## config.mk

```make
export PLATFORM = sky130hd
export DESIGN_NAME = cpu_mem_arbiter
export DESIGN_NICKNAME = d
export VERILOG_FILES = /design/src/rtl/cpu_mem_pkg.sv /design/src/rtl/cpu_lsu_align.sv /design/src/rtl/cpu_mem_arbiter.sv
export SDC_FILE = /design/constraint.sdc
export NUM_CORES = 1
export LEC_CHECK = 0
export BUFFER_PORTS_ARGS = -buffer_cell sky130_fd_sc_hd__buf_4
export CORE_UTILIZATION = 47
export CTS_CLUSTER_DIAMETER = 150
export DETAILED_ROUTE_END_ITERATION = 12
export MAX_ROUTING_LAYER = met4
export PLACE_DENSITY = 0.77
export SYNTH_ARGS = -nofsm -noshare
export SYNTH_HDL_FRONTEND = slang
export SYNTH_SLANG_ARGS = --single-unit
export TNS_END_PERCENT = 5
```

## constraint.sdc

```tcl
create_clock -name aclk -period 5.8 [get_ports aclk]
set_input_delay 0.58 -clock aclk [delete_from_list [all_inputs] [get_ports aclk]]
set_output_delay 0.58 -clock aclk [all_outputs]
set_load 0.02 [all_outputs]
```

## src/rtl/cpu_mem_pkg.sv

```systemverilog
// Shared types and lane constants for the CPU-to-BRAM arbiter slice.
package cpu_mem_pkg;

    typedef enum logic [1:0] {
        BYTE    = 2'd0,
        HALF    = 2'd1,
        WORD    = 2'd2,
        ILLEGAL = 2'd3
    } mem_size_e;

    typedef enum logic [2:0] {
        S_IDLE   = 3'd0,
        S_ACCESS = 3'd1,
        S_WAIT   = 3'd2,
        S_RESP   = 3'd3,
        S_ERR    = 3'd4
    } arb_state_e;

    typedef enum logic {
        REQ_INST = 1'b0,
        REQ_DATA = 1'b1
    } req_id_e;

    localparam logic [3:0] LANE_B = 4'b0001;
    localparam logic [3:0] LANE_H = 4'b0011;
    localparam logic [3:0] LANE_W = 4'b1111;

endpackage

```

## src/rtl/cpu_lsu_align.sv

```systemverilog
// Combinational data-path helper: misalign detection, store lane steering,
// load byte/half extraction with sign or zero extension.
module cpu_lsu_align
    import cpu_mem_pkg::*;
(
    input  logic [1:0]  addr_lo,
    input  mem_size_e   size,
    input  logic        is_unsigned,
    input  logic [31:0] wdata,
    input  logic [31:0] rdata,
    output logic        misalign,
    output logic [3:0]  we_mask,
    output logic [31:0] wdata_al,
    output logic [31:0] rdata_ext
);

    logic [7:0]  byte_v;
    logic [15:0] half_v;

    assign byte_v = rdata[8*addr_lo +: 8];
    assign half_v = rdata[16*addr_lo[1] +: 16];

    always_comb begin
        misalign  = 1'b0;
        we_mask   = 4'b0000;
        wdata_al  = wdata;
        rdata_ext = '0;
        case (size)
            BYTE: begin
                we_mask   = LANE_B << addr_lo;
                wdata_al  = {4{wdata[7:0]}};
                rdata_ext = {{24{~is_unsigned & byte_v[7]}}, byte_v};
            end
            HALF: begin
                misalign  = addr_lo[0];
                we_mask   = LANE_H << addr_lo;
                wdata_al  = {2{wdata[15:0]}};
                rdata_ext = {{16{~is_unsigned & half_v[15]}}, half_v};
            end
            WORD: begin
                misalign  = |addr_lo;
                we_mask   = LANE_W;
                rdata_ext = rdata;
            end
            default: misalign = 1'b1;
        endcase
    end

endmodule

```

## src/rtl/cpu_mem_arbiter.sv

```systemverilog
// Round-robin arbiter sharing one single-port BRAM between fetch and load/store,
// one transaction in flight, fixed read latency.
module cpu_mem_arbiter
    import cpu_mem_pkg::*;
#(
    parameter int RD_LATENCY = 1,
    parameter int ADDR_W     = 32
) (
    input  logic              aclk,
    input  logic              aresetn,
    input  logic              inst_req,
    input  logic [ADDR_W-1:0] inst_addr,
    output logic              inst_gnt,
    output logic              inst_rvalid,
    output logic [31:0]       inst_rdata,
    input  logic              data_req,
    input  logic              data_we,
    input  logic [1:0]        data_size,
    input  logic              data_unsigned,
    input  logic [ADDR_W-1:0] data_addr,
    input  logic [31:0]       data_wdata,
    output logic              data_gnt,
    output logic              data_rvalid,
    output logic [31:0]       data_rdata,
    output logic              data_err,
    output logic [31:0]       mem_addr,
    output logic [31:0]       mem_wdata,
    input  logic [31:0]       mem_rdata,
    output logic              mem_en,
    output logic [3:0]        mem_we
);

    arb_state_e state;
    req_id_e    last_grant, cur, pick;
    logic [2:0] cnt;
    logic [1:0] cap_lo;
    mem_size_e  cap_size;
    logic       cap_uns, cap_we;

    logic [1:0]  al_lo;
    mem_size_e   al_size;
    logic        al_uns, misalign;
    logic [3:0]  we_mask;
    logic [31:0] wdata_al, rdata_ext;

    // Contention goes to whoever did not win last; a lone requester always wins.
    assign pick = (data_req && (!inst_req || last_grant == REQ_INST)) ? REQ_DATA : REQ_INST;

    // In IDLE the helper steers the live store request; afterwards it formats the captured load.
    assign al_lo   = (state == S_IDLE) ? data_addr[1:0]            : cap_lo;
    assign al_size = (state == S_IDLE) ? mem_size_e'(data_size)    : cap_size;
    assign al_uns  = (state == S_IDLE) ? data_unsigned             : cap_uns;

    cpu_lsu_align u_align (
        .addr_lo     (al_lo),
        .size        (al_size),
        .is_unsigned (al_uns),
        .wdata       (data_wdata),
        .rdata       (mem_rdata),
        .misalign    (misalign),
        .we_mask     (we_mask),
        .wdata_al    (wdata_al),
        .rdata_ext   (rdata_ext)
    );

    always_ff @(posedge aclk) begin
        if (!aresetn) begin
            state       <= S_IDLE;
            last_grant  <= REQ_DATA;
            cur         <= REQ_INST;
            cnt         <= '0;
            cap_lo      <= '0;
            cap_size    <= BYTE;
            cap_uns     <= 1'b0;
            cap_we      <= 1'b0;
            inst_gnt    <= 1'b0;
            inst_rvalid <= 1'b0;
            inst_rdata  <= '0;
            data_gnt    <= 1'b0;
            data_rvalid <= 1'b0;
            data_rdata  <= '0;
            data_err    <= 1'b0;
            mem_addr    <= '0;
            mem_wdata   <= '0;
            mem_en      <= 1'b0;
            mem_we      <= '0;
        end else begin
            inst_gnt    <= 1'b0;
            data_gnt    <= 1'b0;
            inst_rvalid <= 1'b0;
            data_rvalid <= 1'b0;
            data_err    <= 1'b0;
            mem_en      <= 1'b0;
            mem_we      <= '0;
            case (state)
                S_IDLE: if (inst_req || data_req) begin
                    last_grant <= pick;
                    cur        <= pick;
                    cap_lo     <= data_addr[1:0];
                    cap_size   <= mem_size_e'(data_size);
                    cap_uns    <= data_unsigned;
                    cap_we     <= data_we;
                    if (pick == REQ_INST) begin
                        inst_gnt <= 1'b1;
                        mem_en   <= 1'b1;
                        mem_addr <= 32'(inst_addr >> 2);
                        state    <= S_ACCESS;
                    end else if (misalign) begin
                        data_gnt <= 1'b1;
                        state    <= S_ERR;
                    end else begin
                        data_gnt  <= 1'b1;
                        mem_en    <= 1'b1;
                        mem_addr  <= 32'(data_addr >> 2);
                        mem_we    <= data_we ? we_mask : 4'b0000;
                        mem_wdata <= wdata_al;
                        state     <= S_ACCESS;
                    end
                end
                S_ACCESS: begin
                    cnt   <= 3'(RD_LATENCY - 1);
                    state <= S_WAIT;
                end
                S_WAIT: begin
                    if (cnt == '0) begin
                        if (cur == REQ_INST) begin
                            inst_rvalid <= 1'b1;
                            inst_rdata  <= mem_rdata;
                        end else begin
                            data_rvalid <= 1'b1;
                            data_rdata  <= cap_we ? '0 : rdata_ext;
                        end
                        state <= S_RESP;
                    end else begin
                        cnt <= cnt - 3'd1;
                    end
                end
                S_ERR: begin
                    data_rvalid <= 1'b1;
                    data_err    <= 1'b1;
                    data_rdata  <= '0;
                    state       <= S_RESP;
                end
                S_RESP: begin
                    inst_rdata <= '0;
                    data_rdata <= '0;
                    state      <= S_IDLE;
                end
                default: state <= S_IDLE;
            endcase
        end
    end

endmodule

```

* Word level (Yosys, flattened, before mapping)
Index checks and enable logic that the tools add are counted.
** Storage, ports and cells
- Bits in registers :: 152
- Output and inout port bits :: 138
- Logic and storage cells :: 101
** Cells by class
- Eq/ne operators :: 12
- Bitwise operators :: 10
- Reduce and logical (&&, ||, !) cells :: 22
- Add/subtract/negate cells :: 1
- Mux-type cells :: 33
- Shift operators :: 4
** Operators by type and width (count)
- $mux W32 :: 7
- $pmux W32 S2 :: 3
- $pmux W32 S3 :: 1
- $shiftx A32 B6 Y16 :: 1
- $shiftx A32 B6 Y8 :: 1
- $mux W3 :: 5
- $reduce_and A3 Y1 :: 5
- $pmux W3 S4 :: 1
- $pmux W4 S3 :: 1
- $mux W1 :: 10
- $ne A2 B2 Y1 const B :: 5
- $not A1 Y1 :: 8
- $eq A3 B2 Y1 const B :: 2
- $logic_not A3 Y1 :: 2
- $pmux W3 S2 :: 1
- $reduce_and A2 Y1 :: 3
- $reduce_bool A2 Y1 :: 3
- $reduce_or A6 Y1 :: 1
- $mux W2 :: 2
- $reduce_and A4 Y1 :: 1
- $reduce_or A2 Y1 :: 2
- $shl A1 B2 Y4 const A :: 1
- $shl A2 B2 Y4 const A :: 1
- $eq A3 B1 Y1 const B :: 1
- 12 further kinds :: 14

* Depth between registers and ports, before layout
- Word-level depth :: 9
- Mapped depth :: 9

* Hierarchy
From an unflattened synthesis, not the netlist that was laid out.
** Unflattened totals
- Cells, all modules :: 938
- Area, all modules :: 8146.6 um^2
** Modules (own cells, without submodules)
- cpu_mem_arbiter :: times used 1, cells each 740, area an instance 6695.2 um^2, sequential area each 3002.9 um^2
- cpu_lsu_align :: times used 1, cells each 198, area an instance 1451.4 um^2, sequential area each 0.0 um^2

* Worst setup path after synthesis
No wires, ideal clock.
- Kind :: input to register
- Start point :: input data_addr[1]
- End point :: register data_rdata[14]
- Data required time :: 5.740 ns
- Path buffers :: 2
- Arrival :: 2.344 ns
- Stages on the path :: 7
- Setup time :: 0.060 ns
- Setup slack :: 3.397 ns
- Path through :: clkbuf_1 -> or4b_1 -> a21oi_1 -> o32ai_4 -> or4_1 -> buf_6 -> nand3_2
** On the way
- Cells in the longest elaborated chain, start to end :: 8
** RTL lines
- from (decl) :: line cpu_mem_arbiter.sv:20 : input logic [ADDR_W-1:0] data_addr,
- $mux W2 (*) :: line cpu_mem_arbiter.sv:50 : assign al_lo = (state == S_IDLE) ? data_addr[1:0] : cap_lo;
- $shiftx A32 B6 Y8 :: line cpu_lsu_align.sv:20 : assign byte_v = rdata[8*addr_lo +: 8];
- $and A1 B1 Y1 :: line cpu_lsu_align.sv:32 : rdata_ext = {{24{~is_unsigned & byte_v[7]}}, byte_v};
- $pmux W32 S3 (*) :: line cpu_lsu_align.sv:28 : case (size)
- $mux W32 (*) :: line cpu_mem_arbiter.sv:131 : data_rdata <= cap_we ? '0 : rdata_ext;
- $mux W32 (*) :: line cpu_mem_arbiter.sv:126 : if (cur == REQ_INST) begin
- $mux W32 (*) :: line cpu_mem_arbiter.sv:125 : if (cnt == '0) begin
- $pmux W32 S2 (*) :: line cpu_mem_arbiter.sv:95 : case (state)
- to (signal assigned) :: line cpu_mem_arbiter.sv:131
- to (decl) :: line cpu_mem_arbiter.sv:24 : output logic [31:0] data_rdata,
Mark *: on every way between the ends. The rest lies on a longest branch, timed or not. The select of a mux whose other input is x is not followed.
A chain may end at the register's enable or synchronous reset.

* Worst setup path after layout
- Start point :: register state[1]
- End point :: register mem_addr[20]
** On the way
- Cells in the longest elaborated chain, start to end :: 6
** RTL lines
- from (decl) :: line cpu_mem_arbiter.sv:33 : arb_state_e state;
- from (signal assigned) :: line cpu_mem_arbiter.sv:68 : state <= S_IDLE;
- from (signal assigned) :: line cpu_mem_arbiter.sv:107 : state <= S_ACCESS;
- from (signal assigned) :: line cpu_mem_arbiter.sv:110 : state <= S_ERR;
- $logic_not A3 Y1 (*) :: line cpu_mem_arbiter.sv:50, cpu_mem_arbiter.sv:51, cpu_mem_arbiter.sv:95
- $mux W2, on equally long branches :: line cpu_mem_arbiter.sv:51, cpu_mem_arbiter.sv:50
- $eq A2 B2 Y1, or another cell as far along :: line cpu_lsu_align.sv:28
- $pmux W1 S3 :: line cpu_lsu_align.sv:28
- $ne A2 B2 Y1 (no source line)
- $reduce_and A3 Y1 (no source line) (*)
- to (signal assigned) :: line cpu_mem_arbiter.sv:106 : mem_addr <= 32'(inst_addr >> 2);
- to (signal assigned) :: line cpu_mem_arbiter.sv:114 : mem_addr <= 32'(data_addr >> 2);
- to (decl) :: line cpu_mem_arbiter.sv:26 : output logic [31:0] mem_addr,
Mark *: on every way between the ends. The rest lies on a longest branch, timed or not.

==> metrics.txt <==
setup repair bufs after CTS=0; distinct cell type count after synthesis=64; die extent in x=128 microns; CP endpoint kind=flop; Antenna Diode Count=0; PD cells=484 nW/um^2; sequential share of the synthesized area=40.2%; Post-Route Skew=0.0107 ns; Post-synth EDFFs=0; dpl cell area=9390 sq um; crit path DAT=approximately 3.9 ns; dpl hpwl=16600 microns; VDD IR max=0.285 mV; Final Cycle Share=between 60% and 70%; most frequent cells in the layout=278 x buf_4, 150 x dfxtp_1, 102 x nand2_1; final wirelength=24600 microns; clk_lat worst skew=around 0.42 ns; pre-CTS WS=approximately 2.2 ns; MaxCap Viol Count=0; die area=16400 sq um; fin. max-slew vios=0; minimum clock period=3.60 ns; CTS resizes=0; status=complete, no violations; relative slew slack=20.0%; IO Pins=274; type of origin of the critical path=flop; setup ws final=2.20 ns; pin count of the biggest net entering global routing=92; CTS Root Cell=clkbuf_16; Residual DRC=0; vias in the first global route=7034; min-delay src=mem_rdata[0]; worst-path fanout max=31; Core Region=15400 sq um; final net count=1179; Reg-to-Reg End=mem_addr[20]$_SDFFE_PN0P_; Placer Congestion=0.891; FP Rows=45; GRT Overall Usage=around 30%; GRT Residual Overflow=0; wire per inst=19.5 microns; routed vias/inst=6.05; total negative slack=0 ns; Initial Utilization=48.5%; Reg-to-Reg Start=state[1]$_SDFFE_PN0P_; initial antenna violation count=0; synthesized flop and latch total=150; CP Data Required Time=6.05 ns; post-route ant nets=0; synth-to-layout area growth=33.8%; H-tree depth=4; DRT iter0 DRCs=roughly 880; first-pass GRT wire length=between 30000 and 40000 microns; # hold bufs at CTS=0; yosys warns=0; Reg2Reg Depth=6; cell area after synthesis=7460 sq um; Max clock buf depth=2; final setup fails=0; measured slew at the worst slew-check pin=1.20 ns; predominant post-synthesis flop cell=dfxtp_1; Final Hold Vio Count=0; first drt pass iteration count=6; hold depth=3; highest clock rate=roughly 280 MHz; Worst-path clk slew=0.06 ns; Post-synth ARST share=0%; Hold WC Path Type=in2reg; R2R Setup Slk=2.20 ns; clk sinks=150; CTS tree=built; Hold Path Sink=data_rdata[0]$_SDFFE_PN0P_; Port Buf Inserts=between 200 and 300; final instance area=9990 sq um; commonest non-fill, non-tap cell in the layout=buf_4; Vias=7652; ratio of cells with drive above 1 in the final layout=approximately a third; RSZ-0062 raised after global routing=no; Avg Cell Area, Syn=8.95 sq um; TritonCTS Buffers=17; die height=128 microns; cell count after synthesis=834; Setup Crit Path Kind=reg2reg; overall power=4.84 mW; WHS=0.428 ns; P_leak=4.13 nW
[power by group]
| group | switching (mW) | leakage, nW | internal [mW] |
|---|---|---|---|
| Clock | 0.423 | 0.288 | 0.688 |
| Combinational | 1.43 | 2.62 | 0.835 |
| Sequential | 0.184 | 1.22 | 1.27 |
| Total | 2.04 | 4.13 | 2.80 |
[registers in the layout, indices dropped and copies added, names as in the netlist, 2 cells and up]
| register | flops |
|---|---|
| state | 3 |
| cnt | 3 |
| mem_we | 4 |
| mem_wdata | 32 |
| data_rdata | 32 |
| cap_size | 2 |
| cap_lo | 2 |
| mem_addr | 30 |
| inst_rdata | 32 |
[worst max-delay path by stage]
| stage | startpoint | endpoint | slack, ns | depth (start not counted) |
|---|---|---|---|---|
| floorplan | data_addr[1] | data_rdata[14]$_SDFFE_PN0P_ | 3.40 | 7 |
| global placement | state[1]$_SDFFE_PN0P_ | mem_addr[0]$_SDFFE_PN0P_ | 2.26 | 6 |
| detailed placement | state[1]$_SDFFE_PN0P_ | mem_addr[20]$_SDFFE_PN0P_ | 2.22 | 6 |
| CTS | state[1]$_SDFFE_PN0P_ | mem_addr[20]$_SDFFE_PN0P_ | 2.17 | 6 |
| global route | state[1]$_SDFFE_PN0P_ | mem_addr[20]$_SDFFE_PN0P_ | 1.91 | 6 |
| finish | state[1]$_SDFFE_PN0P_ | mem_addr[20]$_SDFFE_PN0P_ | 2.20 | 6 |
[per-stage QoR]
| step | util, % | std cells |
|---|---|---|
| 6_report | 65.0 | 1264 |
| 5_1_grt | 65.0 | 1264 |
| 4_1_cts | 65.0 | 1264 |
| 3_5_place_dp | 61.1 | 1233 |
| 3_3_place_gp | 61.1 | 1233 |
| 2_1_floorplan | - | 835 |
[cell type report]
class,instances,area (sq um)
clock inverters,7,93.8
repair buffers,278,2090
flip-flops and latches,150,3000
fillers,1318,5380
multi-input cells,588,4010
clock buffers,24,502
inverters,6,23.8
well taps,211,264
[cells by family (layout without fill, tap and decap cells)]
kind of cell               Yosys count  count (layout)  share of synthesized area [%]
and+or+nand+nor                    281             281                           19.9
AOI/OAI and AO/OA                  231             231                           23.4
DFF                                150             150                           40.2
buffers and inverters               97             315                           6.29
muxes                               71              71                           9.71
adders and majority gates            2               2                          0.335
other                                1               2                         0.0503
xor gates and xnor gates             1               1                          0.117
[worst max-delay path, cell delays in order, from the launching register on]
cell and delay [ns]:
dfxtp_1 0.80, or3_4 0.38, mux2_2 0.57, o21ai_2 0.18
buf_4 0.33, and2_1 0.98, o31ai_1 0.17
[layer usage]
layer / GRT usage [%] / wire, microns / part of all wire, % / up-vias
li1: - / - / - / 3573
met1: 36.8 / 9590 / 39 / 3580
met2: 49.5 / 12000 / 49 / 440
met3: 6.30 / 2320 / 9.4 / 59
met4: 12.0 / 779 / 3.2 / 0
met5: - / 0 / 0 / -
[synth_stat cells (8+ instances only)]
master | count | area [sq um]
a311oi_1 | 17 | 149
o211ai_1 | 9 | 67.6
buf_6 | 8 | 90.1
nor2_1 | 20 | 75.1
a21oi_1 | 58 | 290
a22oi_1 | 17 | 128
buf_2 | 21 | 105
nor3b_1 | 15 | 113
nand3_1 | 43 | 215
mux2_2 | 11 | 124
nand2_1 | 102 | 383
nand2b_1 | 8 | 50.1
a222oi_1 | 14 | 140
clkbuf_1 | 55 | 206
a211oi_1 | 8 | 60.1
o21ai_0 | 10 | 50.1
o31ai_1 | 57 | 428
nand4_1 | 55 | 344
mux2i_1 | 60 | 601
a22o_1 | 16 | 140
dfxtp_1 | 150 | 3000
No activity file was read; power rests on OpenSTA's default activity.
